==> config.mk <==
export PLATFORM = sky130hd
export DESIGN_NAME = svnet_ram_arbiter_flat
export DESIGN_NICKNAME = d
export VERILOG_FILES = /design/src/rtl/svnet_ram_arbiter_if.sv /design/src/rtl/svnet_ram_arbiter.sv /design/src/flat_wrapper.sv
export SDC_FILE = /design/constraint.sdc
export NUM_CORES = 1
export LEC_CHECK = 0
export CAP_MARGIN = 20
export CORE_UTILIZATION = 34
export CTS_BUF_LIST = sky130_fd_sc_hd__clkbuf_4 sky130_fd_sc_hd__clkbuf_8
export DETAILED_ROUTE_END_ITERATION = 7
export GPL_ROUTABILITY_DRIVEN = 0
export GPL_TIMING_DRIVEN = 0
export PLACE_DENSITY = 0.79
export SLEW_MARGIN = 20
export SYNTH_ARGS = -nofsm -noshare
export SYNTH_HDL_FRONTEND = slang
export SYNTH_SLANG_ARGS = --single-unit
==> constraint.sdc <==
create_clock -name clk -period 3.8 [get_ports clk]
set_input_delay 0.76 -clock clk [delete_from_list [all_inputs] [get_ports clk]]
set_output_delay 0.76 -clock clk [all_outputs]
set_load 0.02 [all_outputs]
==> src/rtl/svnet_ram_arbiter_if.sv <==
// svnet_ram_arbiter_if
//   Client-side bus of the shared-RAM arbiter. All per-client signals are
//   packed arrays indexed by client number.
//   req_write / req_write_address / req_write_data : write requests
//   req_write_ready                                : one-hot write accept
//   req_read / req_read_address                    : read requests
//   req_read_ready                                 : one-hot read accept
//   resp_read_data_valid                           : one-hot read-return strobe
//   resp_read_data                                 : read-return data (shared)
//   master modport: the clients; slave modport: the arbiter.
interface svnet_ram_arbiter_if #(
  parameter int REQUESTERS = 4,
  parameter int DEPTH      = 256,
  parameter int WIDTH      = 16
);
  localparam int AW = $clog2(DEPTH);

  logic [REQUESTERS-1:0]            req_write;
  logic [REQUESTERS-1:0][AW-1:0]    req_write_address;
  logic [REQUESTERS-1:0][WIDTH-1:0] req_write_data;
  logic [REQUESTERS-1:0]            req_write_ready;
  logic [REQUESTERS-1:0]            req_read;
  logic [REQUESTERS-1:0][AW-1:0]    req_read_address;
  logic [REQUESTERS-1:0]            req_read_ready;
  logic [REQUESTERS-1:0]            resp_read_data_valid;
  logic [WIDTH-1:0]                 resp_read_data;

  modport master (
    output req_write, req_write_address, req_write_data,
    output req_read, req_read_address,
    input  req_write_ready, req_read_ready,
    input  resp_read_data_valid, resp_read_data
  );

  modport slave (
    input  req_write, req_write_address, req_write_data,
    input  req_read, req_read_address,
    output req_write_ready, req_read_ready,
    output resp_read_data_valid, resp_read_data
  );
endinterface

==> src/rtl/svnet_ram_arbiter.sv <==
// svnet_ram_arbiter
//   Shares one svnet_ram between REQUESTERS clients. Write and read ports
//   each have an independent round-robin arbiter that issues at most once
//   every 2 cycles. A read that would issue in the same cycle as a write to
//   the same address is held back one cycle so it sees the new data. Each
//   issued read is tagged with its client index; returns are routed back
//   through a one-hot strobe.
// Ports:
//   clk, rst_n           : clock, asynchronous active-low reset
//   bus (slave)          : client request / response bus
//   ram_write, ram_write_address, ram_write_data : registered RAM write drive
//   ram_read, ram_read_address                   : registered RAM read drive
//   ram_read_data_valid, ram_read_data           : RAM read return
//   error                : sticky; return with no outstanding tag, or tag overflow
module svnet_ram_arbiter #(
  parameter int  REQUESTERS = 4,
  parameter int  DEPTH      = 256,
  parameter int  WIDTH      = 16,
  localparam int AW         = $clog2(DEPTH)
) (
  input  logic              clk,
  input  logic              rst_n,
  svnet_ram_arbiter_if.slave bus,
  output logic              ram_write,
  output logic [AW-1:0]     ram_write_address,
  output logic [WIDTH-1:0]  ram_write_data,
  output logic              ram_read,
  output logic [AW-1:0]     ram_read_address,
  input  logic              ram_read_data_valid,
  input  logic [WIDTH-1:0]  ram_read_data,
  output logic              error
);
  localparam int IW = $clog2(REQUESTERS);

  typedef enum logic {ST_IDLE, ST_COOL} arb_state_t;

  arb_state_t      w_state_reg, w_state_next;
  arb_state_t      r_state_reg, r_state_next;
  logic [IW-1:0]   w_ptr_reg, w_ptr_next;
  logic [IW-1:0]   r_ptr_reg, r_ptr_next;

  logic [IW-1:0]   w_sel, r_sel;
  logic            w_hit, r_hit;
  logic            w_go, r_want, r_go, hazard;

  // First requesting client at or after ptr, wrapping modulo REQUESTERS.
  function automatic logic [IW-1:0] rr_pick(
    input  logic [REQUESTERS-1:0] req,
    input  logic [IW-1:0]         ptr,
    output logic                  hit
  );
    logic [IW-1:0] sel;
    logic [IW-1:0] idx;
    int unsigned   sum;
    sel = '0;
    hit = 1'b0;
    for (int unsigned k = 0; k < REQUESTERS; k++) begin
      sum = (32'(ptr) + k) % REQUESTERS;
      idx = IW'(sum);
      if (!hit && req[idx]) begin
        hit = 1'b1;
        sel = idx;
      end
    end
    return sel;
  endfunction

  function automatic logic [IW-1:0] rr_next(input logic [IW-1:0] sel);
    return (sel == IW'(REQUESTERS - 1)) ? '0 : sel + 1'b1;
  endfunction

  // Grant decision. Ready is forced low while reset is asserted so clients
  // never see an accept that the registers would throw away.
  always_comb begin
    w_hit  = 1'b0;
    r_hit  = 1'b0;
    w_sel  = rr_pick(bus.req_write, w_ptr_reg, w_hit);
    r_sel  = rr_pick(bus.req_read, r_ptr_reg, r_hit);
    w_go   = rst_n && (w_state_reg == ST_IDLE) && w_hit;
    r_want = rst_n && (r_state_reg == ST_IDLE) && r_hit;
    // Same-cycle read of the address being written: let the write go first,
    // the read retries next cycle with its pointer and state untouched.
    hazard = w_go && r_want &&
             (bus.req_write_address[w_sel] == bus.req_read_address[r_sel]);
    r_go   = r_want && !hazard;
  end

  for (genvar gi = 0; gi < REQUESTERS; gi++) begin : g_ready
    assign bus.req_write_ready[gi] = w_go && (w_sel == IW'(gi));
    assign bus.req_read_ready[gi]  = r_go && (r_sel == IW'(gi));
  end

  // Arbiter FSMs: a grant always costs one cooldown cycle.
  always_comb begin
    w_state_next = w_state_reg;
    w_ptr_next   = w_ptr_reg;
    r_state_next = r_state_reg;
    r_ptr_next   = r_ptr_reg;
    case (w_state_reg)
      ST_IDLE: if (w_go) begin
        w_state_next = ST_COOL;
        w_ptr_next   = rr_next(w_sel);
      end
      ST_COOL: w_state_next = ST_IDLE;
      default: w_state_next = ST_IDLE;
    endcase
    case (r_state_reg)
      ST_IDLE: if (r_go) begin
        r_state_next = ST_COOL;
        r_ptr_next   = rr_next(r_sel);
      end
      ST_COOL: r_state_next = ST_IDLE;
      default: r_state_next = ST_IDLE;
    endcase
  end

  always_ff @(posedge clk or negedge rst_n) begin
    if (!rst_n) begin
      w_state_reg <= ST_IDLE;
      r_state_reg <= ST_IDLE;
      w_ptr_reg   <= '0;
      r_ptr_reg   <= '0;
    end else begin
      w_state_reg <= w_state_next;
      r_state_reg <= r_state_next;
      w_ptr_reg   <= w_ptr_next;
      r_ptr_reg   <= r_ptr_next;
    end
  end

  // Registered RAM drive; everything returns to 0 on cycles without a grant.
  always_ff @(posedge clk or negedge rst_n) begin
    if (!rst_n) begin
      ram_write         <= 1'b0;
      ram_write_address <= '0;
      ram_write_data    <= '0;
      ram_read          <= 1'b0;
      ram_read_address  <= '0;
    end else begin
      ram_write         <= w_go;
      ram_write_address <= w_go ? bus.req_write_address[w_sel] : '0;
      ram_write_data    <= w_go ? bus.req_write_data[w_sel] : '0;
      ram_read          <= r_go;
      ram_read_address  <= r_go ? bus.req_read_address[r_sel] : '0;
    end
  end

  // Read tag FIFO. Two entries cover the 3-cycle return latency at one read
  // every 2 cycles.
  logic [IW-1:0] tag_mem_reg [2];
  logic          tag_wr_reg, tag_rd_reg;
  logic [1:0]    tag_count_reg;
  logic          tag_push, tag_pop, tag_full, tag_empty, tag_overflow;
  logic [IW-1:0] tag_head;

  assign tag_full     = (tag_count_reg == 2'd2);
  assign tag_empty    = (tag_count_reg == 2'd0);
  assign tag_pop      = ram_read_data_valid && !tag_empty;
  assign tag_overflow = r_go && tag_full && !tag_pop;
  assign tag_push     = r_go && !tag_overflow;
  assign tag_head     = tag_mem_reg[tag_rd_reg];

  always_ff @(posedge clk) begin
    if (tag_push) begin
      tag_mem_reg[tag_wr_reg] <= r_sel;
    end
  end

  always_ff @(posedge clk or negedge rst_n) begin
    if (!rst_n) begin
      tag_wr_reg    <= 1'b0;
      tag_rd_reg    <= 1'b0;
      tag_count_reg <= 2'd0;
      error         <= 1'b0;
    end else begin
      if (tag_push) tag_wr_reg <= ~tag_wr_reg;
      if (tag_pop)  tag_rd_reg <= ~tag_rd_reg;
      case ({tag_push, tag_pop})
        2'b10:   tag_count_reg <= tag_count_reg + 2'd1;
        2'b01:   tag_count_reg <= tag_count_reg - 2'd1;
        default: tag_count_reg <= tag_count_reg;
      endcase
      // A return with nothing outstanding (e.g. issued before a reset) is dropped.
      if ((ram_read_data_valid && tag_empty) || tag_overflow) begin
        error <= 1'b1;
      end
    end
  end

  for (genvar gi = 0; gi < REQUESTERS; gi++) begin : g_resp
    assign bus.resp_read_data_valid[gi] = tag_pop && (tag_head == IW'(gi));
  end

  assign bus.resp_read_data = ram_read_data;

endmodule
==> src/flat_wrapper.sv <==
// flat-port wrapper written by rule: the top's interface ports become plain ports
module svnet_ram_arbiter_flat 
#(
  parameter int  REQUESTERS = 4,
  parameter int  DEPTH      = 256,
  parameter int  WIDTH      = 16,
  localparam int AW         = $clog2(DEPTH)
)
  (clk, rst_n, ram_write, ram_write_address, ram_write_data, ram_read, ram_read_address, ram_read_data_valid, ram_read_data, error, bus_req_write, bus_req_write_address, bus_req_write_data, bus_req_read, bus_req_read_address, bus_req_write_ready, bus_req_read_ready, bus_resp_read_data_valid, bus_resp_read_data);
  svnet_ram_arbiter_if #(.REQUESTERS(REQUESTERS), .DEPTH(DEPTH), .WIDTH(WIDTH)) bus_i ();
  input  logic clk;
  input  logic rst_n;
  output logic ram_write;
  output logic [AW-1:0] ram_write_address;
  output logic [WIDTH-1:0] ram_write_data;
  output logic ram_read;
  output logic [AW-1:0] ram_read_address;
  input  logic ram_read_data_valid;
  input  logic [WIDTH-1:0] ram_read_data;
  output logic error;
  input wire logic [$bits(bus_i.req_write)-1:0] bus_req_write;
  input wire logic [$bits(bus_i.req_write_address)-1:0] bus_req_write_address;
  input wire logic [$bits(bus_i.req_write_data)-1:0] bus_req_write_data;
  input wire logic [$bits(bus_i.req_read)-1:0] bus_req_read;
  input wire logic [$bits(bus_i.req_read_address)-1:0] bus_req_read_address;
  output wire logic [$bits(bus_i.req_write_ready)-1:0] bus_req_write_ready;
  output wire logic [$bits(bus_i.req_read_ready)-1:0] bus_req_read_ready;
  output wire logic [$bits(bus_i.resp_read_data_valid)-1:0] bus_resp_read_data_valid;
  output wire logic [$bits(bus_i.resp_read_data)-1:0] bus_resp_read_data;
  assign bus_i.req_write = bus_req_write;
  assign bus_i.req_write_address = bus_req_write_address;
  assign bus_i.req_write_data = bus_req_write_data;
  assign bus_i.req_read = bus_req_read;
  assign bus_i.req_read_address = bus_req_read_address;
  assign bus_req_write_ready = bus_i.req_write_ready;
  assign bus_req_read_ready = bus_i.req_read_ready;
  assign bus_resp_read_data_valid = bus_i.resp_read_data_valid;
  assign bus_resp_read_data = bus_i.resp_read_data;
  svnet_ram_arbiter #(.REQUESTERS(REQUESTERS), .DEPTH(DEPTH), .WIDTH(WIDTH)) u_core (.clk(clk), .rst_n(rst_n), .bus(bus_i), .ram_write(ram_write), .ram_write_address(ram_write_address), .ram_write_data(ram_write_data), .ram_read(ram_read), .ram_read_address(ram_read_address), .ram_read_data_valid(ram_read_data_valid), .ram_read_data(ram_read_data), .error(error));
endmodule
==> flow_metrics.py, run 1 <==
metrics = {
    "outcome": {
        "status": "finished with violations",
        "violations": "negative setup slack",
    },
    "placed_design": {
        "dpl_cell_area_sq_um": 5570,
        "dp.cells": 668,
        "dp_hpwl_mm": 8.89,
        "io_buffers": 201,
    },
    "grt": {
        "grt_pass1_vias": 3905,
        "grt_start_max_net_pins": 26,
        "grt_overflow": 0,
        "track_usage": 0.229,
        "antenna_found_initial": 0,
        "grt_pass1_wl_mm": 18.2,
    },
    "sta": {
        "post-route-min-period_ns": 3.82,
        "grt_setup_unrepaired": "true",
        "totalNegativeSetupSlack_ns": -0.0835,
        "min_period_over_period": 1.01,
        "finClkSkew_ns": 0.00525,
        "layout_setup_ws_ns": -0.0228,
        "max_freq_ghz": 0.262,
        "setup_viol": 4,
        "relSlewSlack": 0.594,
        "finalHoldViolations": 0,
        "slew_violations": 0,
        "worst_pin_slew_ns": 0.609,
    },
    "floorplan": {
        "die_h_um": 101,
        "placementRows": 35,
        "die_x_um": 101,
        "io_pins": 218,
        "core-area_sq_um": 9420,
        "initial_utilization": 0.357,
        "die-area_sq_um": 10300,
    },
    "routing": {
        "drt_iter0_markers": 73,
        "antenna_left": 0,
        "wl_per_cell_um": 16.8,
        "drc": 0,
        "first_pass_iters": 4,
        "vias": 3602,
        "avgViaCountPerCell": 5.12,
        "wirelength_mm": 11.8,
    },
    "yosys": {
        "syn_area_per_cell_sq_um": 10.0,
        "yosys.area.top_type": "dfrtp_1",
        "yosysSeqAreaShare": 0.371,
        "synth_top_area_share": 0.335,
        "synth_cell_types": 49,
        "netlist_top_cells_area": "dfrtp_1 (34%), mux2i_1 (11%), a211oi_1 (8.0%)",
        "synth.net_count": 500,
        "synth_edf_count": 4,
        "yosys_warnings": 0,
        "synth_async_sr_flop_share": 0.918,
        "postSynthCellCount": 336,
        "ys_ff_latch": 49,
        "syn-cell-area_sq_um": 3360,
        "synth_ff_type": "dfrtp_1",
    },
    "finish": {
        "final_area_sq_um": 6130,
        "utilization": 0.651,
        "final_common_cell": "clkdlybuf4s50_1",
        "top_register": "u_core.ram_write_data",
        "finish.net_count": 738,
        "largest_registers": "u_core.ram_write_data (16), u_core.ram_read_address (8), u_core.ram_write_address (8)",
        "area_delta_synth_final_pct": 82.3,
        "largest_reg_flops": 16,
        "diodes": 0,
        "final_cell_mix": "clkdlybuf4s50_1 (188), dfrtp_1 (45), buf_4 (41), mux2i_1 (35), a211oi_1 (33)",
        "drive_gt1_frac": 0.221,
        "fin_cells": 704,
    },
    "pwr": {
        "combPwrFrac": 0.650,
        "p_per_area_nw_per_um2": 477,
        "pwr-share-seq": 0.248,
        "power.internal_w": 0.00172,
        "switching_share": 0.411,
        "ir_worst_vdd_mv": 0.210,
        "p_sw_w": 0.00120,
        "power.leakage_nw": 2.64,
        "p_clk_frac": 0.102,
    },
    "clock_tree": {
        "clk_latency_ns": 0.30,
        "clock-sinks": 49,
        "root_buffer": "clkbuf_8",
        "cts_tree": "done",
        "cts_made_buffers": 5,
        "cts_buffer_depth": 2,
        "clkSlewWorstSetupHoldPaths_ns": 0.09,
        "postCtsHoldBufs": 0,
        "htreeDepth": 2,
    },
    "critical_path": {
        "r2r_setup_slack_ns": 0.44,
        "crit_path_end_kind": "output port",
        "start_kind": "primary input",
        "cp.arrival_ns": 3.06,
        "worstPathRequired_ns": 3.04,
        "cp_max_fo": 7,
        "path_class": "primary input to output port",
        "r2r_cells": 14,
    },
    "job": {
        "cap_viol_max_count": 0,
    },
    "min_path": {
        "hold_class": "primary input to async pin",
    },
}
## cells by family (layout without fill, tap and decap cells)
| family | count (synthesis) | count (layout) | share of synthesized area |
|---|---|---|---|
| DFF | 49 | 49 | 0.371 |
| and+or+nand+nor | 101 | 102 | 0.184 |
| buffers and inverters | 47 | 285 | 0.0763 |
| adders and majority gates | 9 | 9 | 0.0335 |
| muxes | 49 | 49 | 0.150 |
| xor gates and xnor gates | 10 | 10 | 0.0261 |
| AOI/OAI and AO/OA | 71 | 71 | 0.159 |
## power by group through the flow
stage / Combinational, W / Clock (W) / Sequential (W)
floorplan: 0.000894 / 0 / 0.000794
global placement: 0.00150 / 0 / 0.000717
CTS: 0.00185 / 0.000304 / 0.000718
finish: 0.00190 / 0.000299 / 0.000724
global route: 0.00203 / 0.000325 / 0.000737
detailed placement: 0.00154 / 0 / 0.000720
## critical path: stages
cell,delay [ns]
buf_8,0.10
nor2b_4,0.13
a21o_1,0.19
a211oi_4,0.31
buf_6,0.21
mux2i_4,0.09
mux2_4,0.31
xor2_2,0.16
nor4b_4,0.38
a21oi_4,0.14
and2_4,0.16
buf_6,0.12
## cell type report
type	instances	area [sq um]
clock inverters	3	12.5
multi-input cells	241	2090
inverters	13	55.1
well taps	129	161
flip-flops and latches	49	1250
fillers	726	3290
clock buffers	5	68.8
plain buffers	32	213
repair buffers	232	2280
## path summary, 6_finish.rpt
path,start,to
max,bus_req_read[2],bus_req_read_ready[3]
min,rst_n,u_core.ram_read_address[2]$_DFF_PN0_
max reg2reg,u_core.r_ptr_reg[0]$_DFFE_PN0P_,u_core.tag_count_reg[1]$_DFFE_PN0P_
min reg2reg,u_core.error$_DFFE_PN0P_,u_core.error$_DFFE_PN0P_
max in group asynchronous,rst_n,u_core.w_ptr_reg[0]$_DFFE_PN0P_
min in group clk,u_core.error$_DFFE_PN0P_,u_core.error$_DFFE_PN0P_
## what timing repair did
item	4_1_cts	5_1_grt
resized for setup	118	5
gates cloned	3	0
pin swaps	23	4
setup endpoints to repair	10	6
setup buffers	23	4
## Yosys cell counts (all sizes together) (2+ instances only)
master / number
nand2: 6
and2: 11
nand2b: 6
edfxtp: 4
o211ai: 4
o21ai: 7
buf: 22
nand3: 9
mux2i: 37
mux2: 12
a21oi: 8
and3: 23
a211oi: 38
clkbuf: 12
inv: 12
xor2: 7
nor2: 18
nor3: 5
nor3b: 9
nor2b: 9
xnor2: 3
a211o: 5
ha: 9
dfrtp: 45
nand3b: 2
## layer usage
layer / track usage / part of all wire / vias to the layer above
li1: - / - / 1685
met1: 0.238 / 0.38 / 1721
met2: 0.441 / 0.53 / 170
met3: 0.0511 / 0.066 / 26
met4: 0.0948 / 0.027 / 0
met5: 0 / 0 / -
## stage by stage
step	total power [W]	hold WS [ns]	setup slack (ns)
after floorplan	0.00169	0.455	0.0214
after global placement	0.00221	0.457	-2.11
after CTS	0.00287	0.374	-0.0225
after detailed placement	0.00226	0.482	-1.48
final	0.00292	0.357	-0.0228
after global routing	0.00309	0.378	-0.124
(Power assumes the default switching activity.)
==> inputs of run 2 (changes only) <==
--- a/config.mk
+++ b/config.mk
@@ -5,7 +5,6 @@
 export SDC_FILE = /design/constraint.sdc
 export NUM_CORES = 1
 export LEC_CHECK = 0
-export CAP_MARGIN = 20
 export CORE_UTILIZATION = 34
 export CTS_BUF_LIST = sky130_fd_sc_hd__clkbuf_4 sky130_fd_sc_hd__clkbuf_8
 export DETAILED_ROUTE_END_ITERATION = 7
==> results of run 2 <==
The final DEF is identical to that of run 1; final timing and power are the same.
==> edit: new RTL, config.mk and constraints of run 1 <==
Make the reset (`rst_n`) synchronous in 3 clocked blocks. Comments in the files are not updated.
--- a/src/rtl/svnet_ram_arbiter.sv
+++ b/src/rtl/svnet_ram_arbiter.sv
@@ -114,7 +114,7 @@
     endcase
   end
 
-  always_ff @(posedge clk or negedge rst_n) begin
+  always_ff @(posedge clk) begin
     if (!rst_n) begin
       w_state_reg <= ST_IDLE;
       r_state_reg <= ST_IDLE;
@@ -129,7 +129,7 @@
   end
 
   // Registered RAM drive; everything returns to 0 on cycles without a grant.
-  always_ff @(posedge clk or negedge rst_n) begin
+  always_ff @(posedge clk) begin
     if (!rst_n) begin
       ram_write         <= 1'b0;
       ram_write_address <= '0;
@@ -166,7 +166,7 @@
     end
   end
 
-  always_ff @(posedge clk or negedge rst_n) begin
+  always_ff @(posedge clk) begin
     if (!rst_n) begin
       tag_wr_reg    <= 1'b0;
       tag_rd_reg    <= 1'b0;
Formal check against the unedited RTL: differs if rst_n is asserted again (counterexample within 4 cycles, from zero or initial values and one cycle with rst_n low); with rst_n held inactive, the same outputs for 4 cycles.
==> edit against run 1 <==
- the run still ends with setup timing left
- sequential share of layout area down 2.1 points
- synthesized area down 8.1%
- final area down 6.6%
- worst setup slack better by 0.015 ns
- critical path depth up 2
- utilization up 0.23 points
- power down 27%
- clock power up 5%
- routed wire length down 16%
- via count down 13%
- sequential cell count up 1
- critical endpoint is now bus_req_read_ready[1]
- largest power group unchanged
==> edit: results (changes against run 1) <==
Status
  – Status: complete, but fails checks
  – Failing checks: setup timing

Synthesis
  – Mapped Nets: 490 (-2.0%)
  – Mapped Cells: 326 (-3.0%)
  – Seq/Total Area, Yosys: 33.7% (-3.4 points)
  – Post-synth EDFFs: 4 (unchanged)
  – Most frequent cells after synthesis: mux2i_1 (63), dfxtp_1 (46), nor2_1 (29)
  – Distinct cell type count after synthesis: 39 (-20%)
  – Fraction of registers with async set or reset after synthesis: 0% (-92 points)
  – Yosys warnings: 0 (unchanged)
  – Synth top area cells: dfxtp_1 (30%), mux2i_1 (20%), mux2_2 (7.3%)

Clock network
  – Clk buf depth: 2 (unchanged)
  – H-tree depth: 2 (unchanged)
  – Clk slew on worst S/H paths: 0.08 ns
  – Clk_lat worst skew: 0.29 ns
  – Clk root buf: clkbuf_8
  – CTS Buf Count: 5 (unchanged)

Route
  – WL/cell: 15.0 microns (-11%)
  – Final WL: 9.99 mm (-16%)
  – First-pass iteration count of the detailed router: 4 (unchanged)
  – Routed vias/inst: 4.71 (-8.0%)
  – Drt first-iter violations: 49 (-33%)

Placed design
  – DP Cell Count: 635 (-4.9%)
  – PortBufs: 201 (unchanged)
  – Placed cell area: 5240 sq um (-6.0%)
  – Hpwl dp: 7.78 mm (-12%)

Global route
  – Grt met3 use: 4.10% (-1.0 points)
  – Initial antenna violation count: 0 (unchanged)
  – GRT met2 Usage: 40.0% (-4.1 points)
  – First-pass GRT wire length: 15.7 mm (-14%)
  – Largest net degree at the start of global routing: 15 (-42%)
  – GRT Util Overall: 20.5% (-2.4 points)
  – Met1 GRT Util: 22.2% (-1.6 points)
  – Vias in the first global route: 3309 (-15%)

Worst setup path
  – Crit-path max FO: 6 (-1)
  – Crit path DAT: 3.05 ns (about the same)

Pwr
  – Leakage: 2.36 nW (-11%)
  – VDD IR max: 0.195 mV (-7.1%)

STA
  – Clock Skews: 0.00561 ns (+0.000364 ns)
  – Final setup fails: 4 (unchanged)
  – Min setup slack post-route: -0.00742 ns (+0.0154 ns)
  – Worst-Margin Slew: 0.518 ns (-0.0906 ns)

Layout
  – Biggest regs: u_core.ram_write_data x16, u_core.ram_read_address x8, u_core.ram_write_address x8
  – Final net count: 723 (-2.0%)
  – Layout cells sized above 1: 20.4% (-1.7 points)
  – Ant. Diodes: 0 (unchanged)

Worst hold path
  – Min-delay worst type: reg -> reg
## edit: cell types whose count changed after synthesis, moves of 6 or more
cell,run 1,this run
dfxtp_1,0,46
dfrtp_1,45,0
mux2i_1,37,63
and3_1,23,1
a211oi_1,36,16
nor2_1,16,29
and2_1,11,23
mux2_2,10,20
nor3b_1,9,1
nor2b_1,9,2
nand2_1,6,12
nand3_1,9,3
## edit: final timing paths
kind | startpoint | endpoint | slack, ns | depth (start not counted)
setup / recovery | bus_req_read[0] | bus_req_read_ready[1] | -0.007 | 14
hold / removal | u_core.w_ptr_reg[0] | u_core.w_ptr_reg[0] | 0.50 | 2
setup reg to reg | u_core.r_ptr_reg[1] | u_core.tag_count_reg[1] | 0.24 | 17
hold reg to reg | u_core.w_ptr_reg[0] | u_core.w_ptr_reg[0] | 0.50 | 2
## edit: critical path, cell delays in order
cell,delay [ns]
buf_8,0.08
a21oi_2,0.05
o21a_1,0.19
o22a_1,0.22
buf_6,0.13
buf_12,0.13
mux2i_4,0.18
mux2i_2,0.22
xor2_1,0.12
nor4_2,0.38
a31oi_2,0.16
clkbuf_8,0.17
and2_4,0.13
buf_6,0.12
## edit: final cells by class
| type | instances | area [sq um] |
|---|---|---|
| Fill cell | 717 | 3040 |
| Tap cell | 108 | 135 |
| Inverter | 11 | 41.3 |
| Sequential cell | 50 | 1040 |
| Timing Repair Buffer | 228 | 2270 |
| Buffer | 35 | 279 |
| Multi-Input combinational cell | 228 | 1870 |
| Clock buffer | 8 | 91.3 |
## edit: metrics by stage
step / setup TNS (ns) / hold WS [ns] / setup WS, ns
5_1_grt: -0.659 / 0.517 / -0.162
2_1_floorplan: 0 / 0.446 / 0.332
6_report: -0.0243 / 0.497 / -0.00742
3_3_place_gp: -7.55 / 0.461 / -1.04
4_1_cts: -0.0676 / 0.497 / -0.0186
3_5_place_dp: -8.78 / 0.468 / -1.16
## edit: cell families (layout without fill, tap and decap cells)
group	after synthesis	after routing	synth area share (%)
AND/OR/NAND/NOR	86	86	14.3
multiplexers	83	83	27.7
adder cells (fa/ha/maj)	9	9	3.65
flip-flops	50	50	33.7
buffers and inverters	48	282	8.87
XOR/XNOR	11	11	3.12
AO/OA/AOI/OAI	39	39	8.63
## edit: timing repair
item	CTS	global route
pin swaps	12	8
hold endpoints to repair	0	0
endpoints found under the setup margin	10	8
resized for setup	84	20
cloned	2	1
buffers inserted	16	9
## edit: power by group
group          switching (mW)  internal [mW]
Sequential             0.0418          0.619
Combinational           0.519          0.642
Clock                   0.161          0.153
## edit: per-layer routing
layer  vias up  wire (microns)
met4         0             152
met1      1434            3870
met3        14             544
met5         -               0
met2       118            5420
li1       1580               -
